## src/rtl/spi_reg_bridge.sv

```systemverilog
// spi_reg_bridge
// Turns the byte stream received by spi_slave into accesses on a simple
// register port. Each chip-select frame starts with a command byte and is
// followed by data bytes:
//   cmd[7]            1 = read, 0 = write
//   cmd[ADDR_WIDTH-1:0]  start address (bursts auto-increment and wrap)
// Writes collect DATA_BYTES bytes MSB-first and then pulse reg_wr_en_o.
// Reads pulse reg_rd_en_o, load the returned word, and present it one byte at
// a time on spi_byte_data_o for spi_slave to shift out.
//
// Ports:
//   clk_i, rst_n_i     system clock, asynchronous active-low reset
//   spi_cs_n_i         raw SPI chip select (asynchronous, synchronized here)
//   spi_byte_vld_i     one-cycle pulse per received byte
//   spi_byte_data_i    received byte
//   spi_byte_data_o    next byte to transmit (0x00 outside of read data)
//   reg_wr_en_o        one-cycle write strobe
//   reg_rd_en_o        one-cycle read strobe
//   reg_addr_o         address qualifying either strobe
//   reg_wr_data_o      write data, valid with reg_wr_en_o
//   reg_rd_data_i      read data, valid the cycle after reg_rd_en_o
module spi_reg_bridge #(
  parameter int ADDR_WIDTH = 7,
  parameter int DATA_BYTES = 4
) (
  input  logic                    clk_i,
  input  logic                    rst_n_i,
  input  logic                    spi_cs_n_i,
  input  logic                    spi_byte_vld_i,
  input  logic [7:0]              spi_byte_data_i,
  output logic [7:0]              spi_byte_data_o,
  output logic                    reg_wr_en_o,
  output logic                    reg_rd_en_o,
  output logic [ADDR_WIDTH-1:0]   reg_addr_o,
  output logic [8*DATA_BYTES-1:0] reg_wr_data_o,
  input  logic [8*DATA_BYTES-1:0] reg_rd_data_i
);

  localparam int W     = 8 * DATA_BYTES;
  localparam int CNT_W = (DATA_BYTES > 1) ? $clog2(DATA_BYTES) : 1;
  localparam logic [CNT_W-1:0] LAST_CNT = CNT_W'(DATA_BYTES - 1);

  typedef enum logic [2:0] {
    ST_IDLE     = 3'd0,
    ST_WR_DATA  = 3'd1,
    ST_RD_FETCH = 3'd2,
    ST_RD_LOAD  = 3'd3,
    ST_RD_DATA  = 3'd4
  } state_t;

  state_t          state_r;
  logic            cs_meta_r;
  logic            cs_sync_r;
  logic [CNT_W-1:0] cnt_r;
  logic [ADDR_WIDTH-1:0] addr_r;
  logic [W-1:0]    word_r;
  logic [W-1:0]    tx_r;
  logic [W-1:0]    word_next_s;
  logic [ADDR_WIDTH-1:0] addr_inc_s;
  logic [ADDR_WIDTH-1:0] cmd_addr_s;

  // Next write word (new byte shifted in at the LS end) and address helpers.
  always_comb begin
    word_next_s = (word_r << 8) | W'(spi_byte_data_i);
    addr_inc_s  = addr_r + ADDR_WIDTH'(1);
    cmd_addr_s  = spi_byte_data_i[ADDR_WIDTH-1:0];
  end

  // Chip-select synchronizer, frame parser FSM and all registered outputs.
  always_ff @(posedge clk_i or negedge rst_n_i) begin
    if (!rst_n_i) begin
      // Synchronizer resets to the idle (deasserted) level of cs_n.
      cs_meta_r       <= 1'b1;
      cs_sync_r       <= 1'b1;
      state_r         <= ST_IDLE;
      cnt_r           <= '0;
      addr_r          <= '0;
      word_r          <= '0;
      tx_r            <= '0;
      spi_byte_data_o <= 8'h00;
      reg_wr_en_o     <= 1'b0;
      reg_rd_en_o     <= 1'b0;
      reg_addr_o      <= '0;
      reg_wr_data_o   <= '0;
    end else begin
      cs_meta_r   <= spi_cs_n_i;
      cs_sync_r   <= cs_meta_r;
      reg_wr_en_o <= 1'b0;
      reg_rd_en_o <= 1'b0;

      if (cs_sync_r) begin
        // Frame inactive: drop everything, including a same-cycle byte.
        state_r         <= ST_IDLE;
        cnt_r           <= '0;
        word_r          <= '0;
        tx_r            <= '0;
        spi_byte_data_o <= 8'h00;
      end else begin
        case (state_r)
          ST_IDLE: begin
            spi_byte_data_o <= 8'h00;
            cnt_r           <= '0;
            if (spi_byte_vld_i) begin
              addr_r <= cmd_addr_s;
              if (spi_byte_data_i[7]) begin
                // Strobe is raised on entry so it is high during RD_FETCH.
                state_r     <= ST_RD_FETCH;
                reg_rd_en_o <= 1'b1;
                reg_addr_o  <= cmd_addr_s;
              end else begin
                state_r <= ST_WR_DATA;
                word_r  <= '0;
              end
            end
          end

          ST_WR_DATA: begin
            spi_byte_data_o <= 8'h00;
            if (spi_byte_vld_i) begin
              if (cnt_r == LAST_CNT) begin
                reg_wr_en_o   <= 1'b1;
                reg_addr_o    <= addr_r;
                reg_wr_data_o <= word_next_s;
                addr_r        <= addr_inc_s;
                cnt_r         <= '0;
                word_r        <= '0;
              end else begin
                word_r <= word_next_s;
                cnt_r  <= cnt_r + CNT_W'(1);
              end
            end
          end

          ST_RD_FETCH: begin
            state_r <= ST_RD_LOAD;
          end

          ST_RD_LOAD: begin
            // Read data is valid now, one cycle after the strobe.
            spi_byte_data_o <= reg_rd_data_i[W-1 -: 8];
            tx_r            <= reg_rd_data_i << 8;
            cnt_r           <= '0;
            state_r         <= ST_RD_DATA;
          end

          ST_RD_DATA: begin
            if (spi_byte_vld_i) begin
              spi_byte_data_o <= tx_r[W-1 -: 8];
              tx_r            <= tx_r << 8;
              if (cnt_r == LAST_CNT) begin
                cnt_r       <= '0;
                addr_r      <= addr_inc_s;
                state_r     <= ST_RD_FETCH;
                reg_rd_en_o <= 1'b1;
                reg_addr_o  <= addr_inc_s;
              end else begin
                cnt_r <= cnt_r + CNT_W'(1);
              end
            end
          end

          default: begin
            state_r         <= ST_IDLE;
            cnt_r           <= '0;
            spi_byte_data_o <= 8'h00;
          end
        endcase
      end
    end
  end

endmodule
```

## config.mk

```make
export PLATFORM = sky130hd
export DESIGN_NAME = spi_reg_bridge
export DESIGN_NICKNAME = d
export VERILOG_FILES = /design/src/rtl/spi_reg_bridge.sv
export SDC_FILE = /design/constraint.sdc
export NUM_CORES = 1
export LEC_CHECK = 0
export ABC_CLOCK_PERIOD_IN_PS = 2450
export BUFFER_PORTS_ARGS = -buffer_cell sky130_fd_sc_hd__buf_4
export CAP_MARGIN = 25
export CELL_PAD_IN_SITES_DETAIL_PLACEMENT = 1
export CELL_PAD_IN_SITES_GLOBAL_PLACEMENT = 1
export CORE_ASPECT_RATIO = 1.25
export CORE_MARGIN = 3
export CORE_UTILIZATION = 45
export CTS_BUF_LIST = sky130_fd_sc_hd__clkbuf_8
export CTS_CLUSTER_DIAMETER = 40
export DETAILED_ROUTE_END_ITERATION = 10
export HOLD_SLACK_MARGIN = 0.08
export PLACE_DENSITY = 0.94
export SLEW_MARGIN = 15
export SYNTH_ARGS = -nofsm -noshare
export SYNTH_HDL_FRONTEND = slang
export SYNTH_SLANG_ARGS = --single-unit
```

## constraint.sdc

```tcl
create_clock -name clk_i -period 2.45 [get_ports clk_i]
set_clock_uncertainty 0.05 [all_clocks]
set_input_delay 0.245 -clock clk_i [delete_from_list [all_inputs] [get_ports clk_i]]
set_output_delay 0.245 -clock clk_i [all_outputs]
set_load 0.02 [all_outputs]
```

# Word level (Yosys, flattened, before mapping)
# Index checks and enable logic that the tools add are counted.
op_classes:
  n_reduce_logical: 14
  add_sub_neg: 2
  multipliers: 0
  eq_ne: 21
  shifts: 0
  n_bitwise: 2
  n_div: 0
  n_lt_le_gt_ge: 0
  mux: 39
ops:
  columns: ["op", "count"]
  rows:
  - ["$mux W24", 5]
  - ["$mux W32", 2]
  - ["$pmux W32 S2", 1]
  - ["$mux W7", 7]
  - ["$pmux W24 S2", 1]
  - ["$or A32 B8 Y32", 1]
  - ["$pmux W8 S3", 1]
  - ["$pmux W7 S3", 1]
  - ["$mux W8", 2]
  - ["$ne A2 B2 Y1 const B", 8]
  - ["$ne A3 B3 Y1 const B", 5]
  - ["$pmux W3 S5", 1]
  - ["$pmux W7 S2", 1]
  - ["$mux W3", 4]
  - ["$reduce_and A4 Y1", 3]
  - ["$reduce_bool A3 Y1", 3]
  - ["$mux W2", 4]
  - ["$reduce_and A8 Y1", 1]
  - ["$add A7 B1 Y7 const B", 1]
  - ["$mux W1", 7]
  - ["$eq A3 B2 Y1 const B", 2]
  - ["$reduce_and A2 Y1", 3]
  - ["$reduce_and A5 Y1", 1]
  - ["$ne A2 B1 Y1 const B", 2]
  - ["11 further kinds", 11]
totals:
  ram_bits: 0
  reg_bits: 119
  rom_bits: 0
  wordCells: 90
  latchBits: 0
  memories: 0

# Depth between registers and ports, before layout
logic_depth:
  depth_word: 5
  mapped_depth: 8
  depth_no_buf: 5

# Least setup slack after synthesis
# No wires, ideal clock.
synth_path:
  kind: "reg2reg"
  start: "reg cnt_r[0]"
  end: "reg reg_wr_data_o[15]"
  path_stages_with_launch: 6
  n_path_buf: 1
  arrival_time_ps: 1690
  setup_ps: 125
  setup_slack_ps: 586
  required_ps: 2275
  path_cell_list: "dfrtp_1 ha_1 nand2_1 nor4_4 buf_6 mux2_2"
synth_via:
  elab_chain_len: 2
synth_lines:
  columns: ["item", "line_no", "rtl"]
  rows:
  - ["from (decl)", "54", "logic [CNT_W-1:0] cnt_r;"]
  - ["from (signal assigned)", "129", "cnt_r <= cnt_r + CNT_W'(1);"]
  - ["from (signal assigned)", "157", "cnt_r <= cnt_r + CNT_W'(1);"]
  - ["$eq A2 B2 Y1", "120", "if (cnt_r == LAST_CNT) begin"]
  - ["$reduce_and A4 Y1 (no source line)", null, null]
  - ["to (signal assigned)", "123", "reg_wr_data_o <= word_next_s;"]
  - ["to (decl)", "35", "output logic [8*DATA_BYTES-1:0] reg_wr_data_o,"]
# Every way passes these cells.
# A chain may end at the register's enable or synchronous reset.

# Worst setup path after layout
layout_path:
  start: "reg cnt_r[0]"
  end: "reg reg_addr_o[2]"
layout_via:
  elab_chain_len: 3
  word_cells_on_any_way: 4
  cone_classes: "eq/ne: 3; reduce/logical: 1"
layout_lines:
  columns: ["item", "line_no", "rtl"]
  rows:
  - ["$eq A2 B2 Y1 (*)", "120, 150", null]
  - ["$ne A2 B2 Y1 (no source line)", null, null]
  - ["$reduce_and A8 Y1 (no source line) (*)", null, null]
  - ["to (signal assigned)", "109", "reg_addr_o <= cmd_addr_s;"]
  - ["to (signal assigned)", "122", "reg_addr_o <= addr_r;"]
  - ["to (signal assigned)", "155", "reg_addr_o <= addr_inc_s;"]
  - ["to (decl)", "34", "output logic [ADDR_WIDTH-1:0] reg_addr_o,"]
# Every way passes the cells marked *; elsewhere a longest branch is shown, timed or not.

==> flow_summary.toml <==
[routing]
ant_nets = 0
drc = 0
num_vias = 4062
drtIter0Drc = 233
first_pass_iters = 4
drt_wl_total_um = 14200
routed_via_density = 5.70
wl_per_cell_um = 19.9

[global_routing]
antenna_found_initial = 0
grt_usage = 0.229
grt_pass1_vias = 4505
grt_max_degree = 53
grt_pass1_wl_um = 23300
grt_overflow = 0

[outcome]
outcome = "completed"

[die]
die_y_um = 126
start_util = 0.465
fp.dieW_um = 102
std_cell_rows = 43
fp.dieArea_um2 = 12900
fp.coreArea_um2 = 11200
top_level_ports = 93

[logic_synthesis]
ys_seq_elements = 111
synth_edf_count = 0
yosys.cell_types.count = 57
synth_flop_cell = "dfrtp_1"
synth_cells = 476
yosysSeqAreaShare = 0.534
syn_nets = 522
syn-cell-area_um2 = 5210
yosys_warnings = 0
ys_async_sr_fraction = 1.00
syn_area_per_cell_um2 = 10.9

[sta]
setup_violations = 0
worst_pin_slew_ns = 0.644
whs_ns = 0.108
post-route-period-util = 0.858
fin_tns_setup_ns = 0
drv_slew = 0
relSlewSlack = 0.569
fmaxAchievable_ghz = 0.476
final_hold_viol_count = 0
fin_crit_ns = 2.10
rsz0062_at_grt = "no"

[power_and_ir_drop]
pwr-share-comb = 0.205
p_int_uw = 2830
peakVddDrop_v = 0.000286
power.total_uw = 4150
powerDensity_nw_per_um2 = 652
pwr-share-clk = 0.280
sw_frac_of_total = 0.318
p_leak_uw = 0.00288
p_seq_frac = 0.515
p_sw_uw = 1320

[clocking]
holdBufCountCts = 14
clk_pin_slew_ns = 0.11
cts_setup_buffers = 0
clock-root-buffer = "clkbuf_8"
cts.sinks = 111
cts_tree = "done"
clk_latency_ns = 0.38
clk_path_buf_depth = 2
htreeDepth = 3
ctsResizeCount = 0
cts_buffers = 9

[worst_hold_path]
hold_depth = 3
hold_path.class = "in2reg"

[place]
io_buffers = 92
place.gp.congestion = 0.912
post_dp_cell_area_um2 = 6020
dpl.hpwl_um = 9730

[setup_path]
critPathRequiredTime_ns = 2.68
rr_worst_depth = 5
worstPathMaxFanout = 8
crit_type = "reg2reg"
end_kind = "flop"
cp_data_arrival_time_ns = 2.33
cp-start-kind = "flop"

[layout]
antenna_cells_inserted = 0
seqCellArea_um2 = 2780
post-route-util = 0.569
final_common_cell = "dfrtp_1"
area_growth_pct = 22.2
fill_cells = 1234
post-route-cell-area_um2 = 6360
drive_above_1_share = 0.291
multiInputGateArea_um2 = 2190
nets = 619
final_cell_mix = "109 x dfrtp_1, 104 x buf_4, 95 x nand2_1"

[run]
cap_violations = 0
[layer usage]
| layer | share of wire | up-vias | wire (µm) | track usage |
|---|---|---|---|---|
| li1 | - | 1880 | - | - |
| met1 | 0.40 | 2043 | 5640 | 0.272 |
| met2 | 0.54 | 114 | 7620 | 0.407 |
| met3 | 0.041 | 25 | 577 | 0.0476 |
| met4 | 0.024 | 0 | 336 | 0.0757 |
| met5 | 0 | - | 0 | 0 |
[state kept, by name (all words and copies together) (netlist names)]
| name | count |
|---|---|
| addr_r | 7 |
| cnt_r | 2 |
| cs_meta_r | 1 |
| cs_sync_r | 1 |
| reg_addr_o | 7 |
| reg_rd_en_o | 1 |
| reg_wr_data_o | 32 |
| reg_wr_en_o | 1 |
| spi_byte_data_o | 8 |
| state_r | 3 |
| tx_r | 24 |
| word_r | 24 |
[power by group through the flow]
stage,Clock (µW),Combinational (µW),Sequential (µW)
floorplan,0,459,2170
global placement,0,776,2150
detailed placement,0,814,2170
CTS,1190,849,2130
global route,1250,931,2160
finish,1160,850,2140
[cell families after synthesis]
family	after synthesis	share of synthesized area
flip-flops	111	0.534
AND/OR/NAND/NOR	143	0.133
AO/OA/AOI/OAI	111	0.144
buffers and inverters	44	0.0490
adder cells (fa/ha/maj)	4	0.00889
XOR/XNOR	4	0.00817
multiplexers	59	0.123
[layout make-up]
class                      count  share of cell area
clock inverter                 7              0.0128
multi-input combinational    321               0.345
clock buffer                   9              0.0195
inverter                       9             0.00531
timing repair buffer         121               0.154
tap                          135              0.0265
sequential                   111               0.437
[stage by stage]
stage,setup slack (ns),instances
after floorplan,0.586,476
after global placement,0.477,683
after detailed placement,0.377,683
after CTS,0.356,713
after global routing,0.237,713
final,0.348,713
[critical path, stage by stage, from the launching register on]
cell,delay (ns)
dfrtp_1,0.39
ha_1,0.36
inv_1,0.11
maj3_2,0.40
nor3_4,0.34
mux2_4,0.34
[worst paths after layout]
path / from / end / slack (ns)
worst max register to register: cnt_r[0]$_DFFE_PN0P_ / reg_addr_o[2]$_DFFE_PN0P_ / 0.35
min in group asynchronous: rst_n_i / reg_wr_data_o[23]$_DFFE_PN0P_ / 0.32
worst min register to register: cs_meta_r$_DFF_PN1_ / cs_sync_r$_DFF_PN1_ / 0.31
max in group asynchronous: rst_n_i / cs_meta_r$_DFF_PN1_ / 1.33
worst min-delay path: spi_byte_data_i[6] / word_r[6]$_DFFE_PN0P_ / 0.11
worst max-delay path: cnt_r[0]$_DFFE_PN0P_ / reg_addr_o[2]$_DFFE_PN0P_ / 0.35
[cell usage after synthesis (6+ instances only)]
cell type,number,area [µm²]
o21ai_1,7,35.0
dfrtp_1,109,2730
o31ai_1,25,188
nor3_1,6,30.0
nand2_1,95,357
a21oi_1,11,55.1
mux2_2,32,360
mux2i_1,23,230
inv_1,9,33.8
a22oi_1,9,67.6
o21ai_0,29,145
clkbuf_1,8,30.0
buf_6,7,78.8
buf_2,15,75.1
nor2_1,12,45.0
Note: power is estimated with default switching activity, not from simulation.
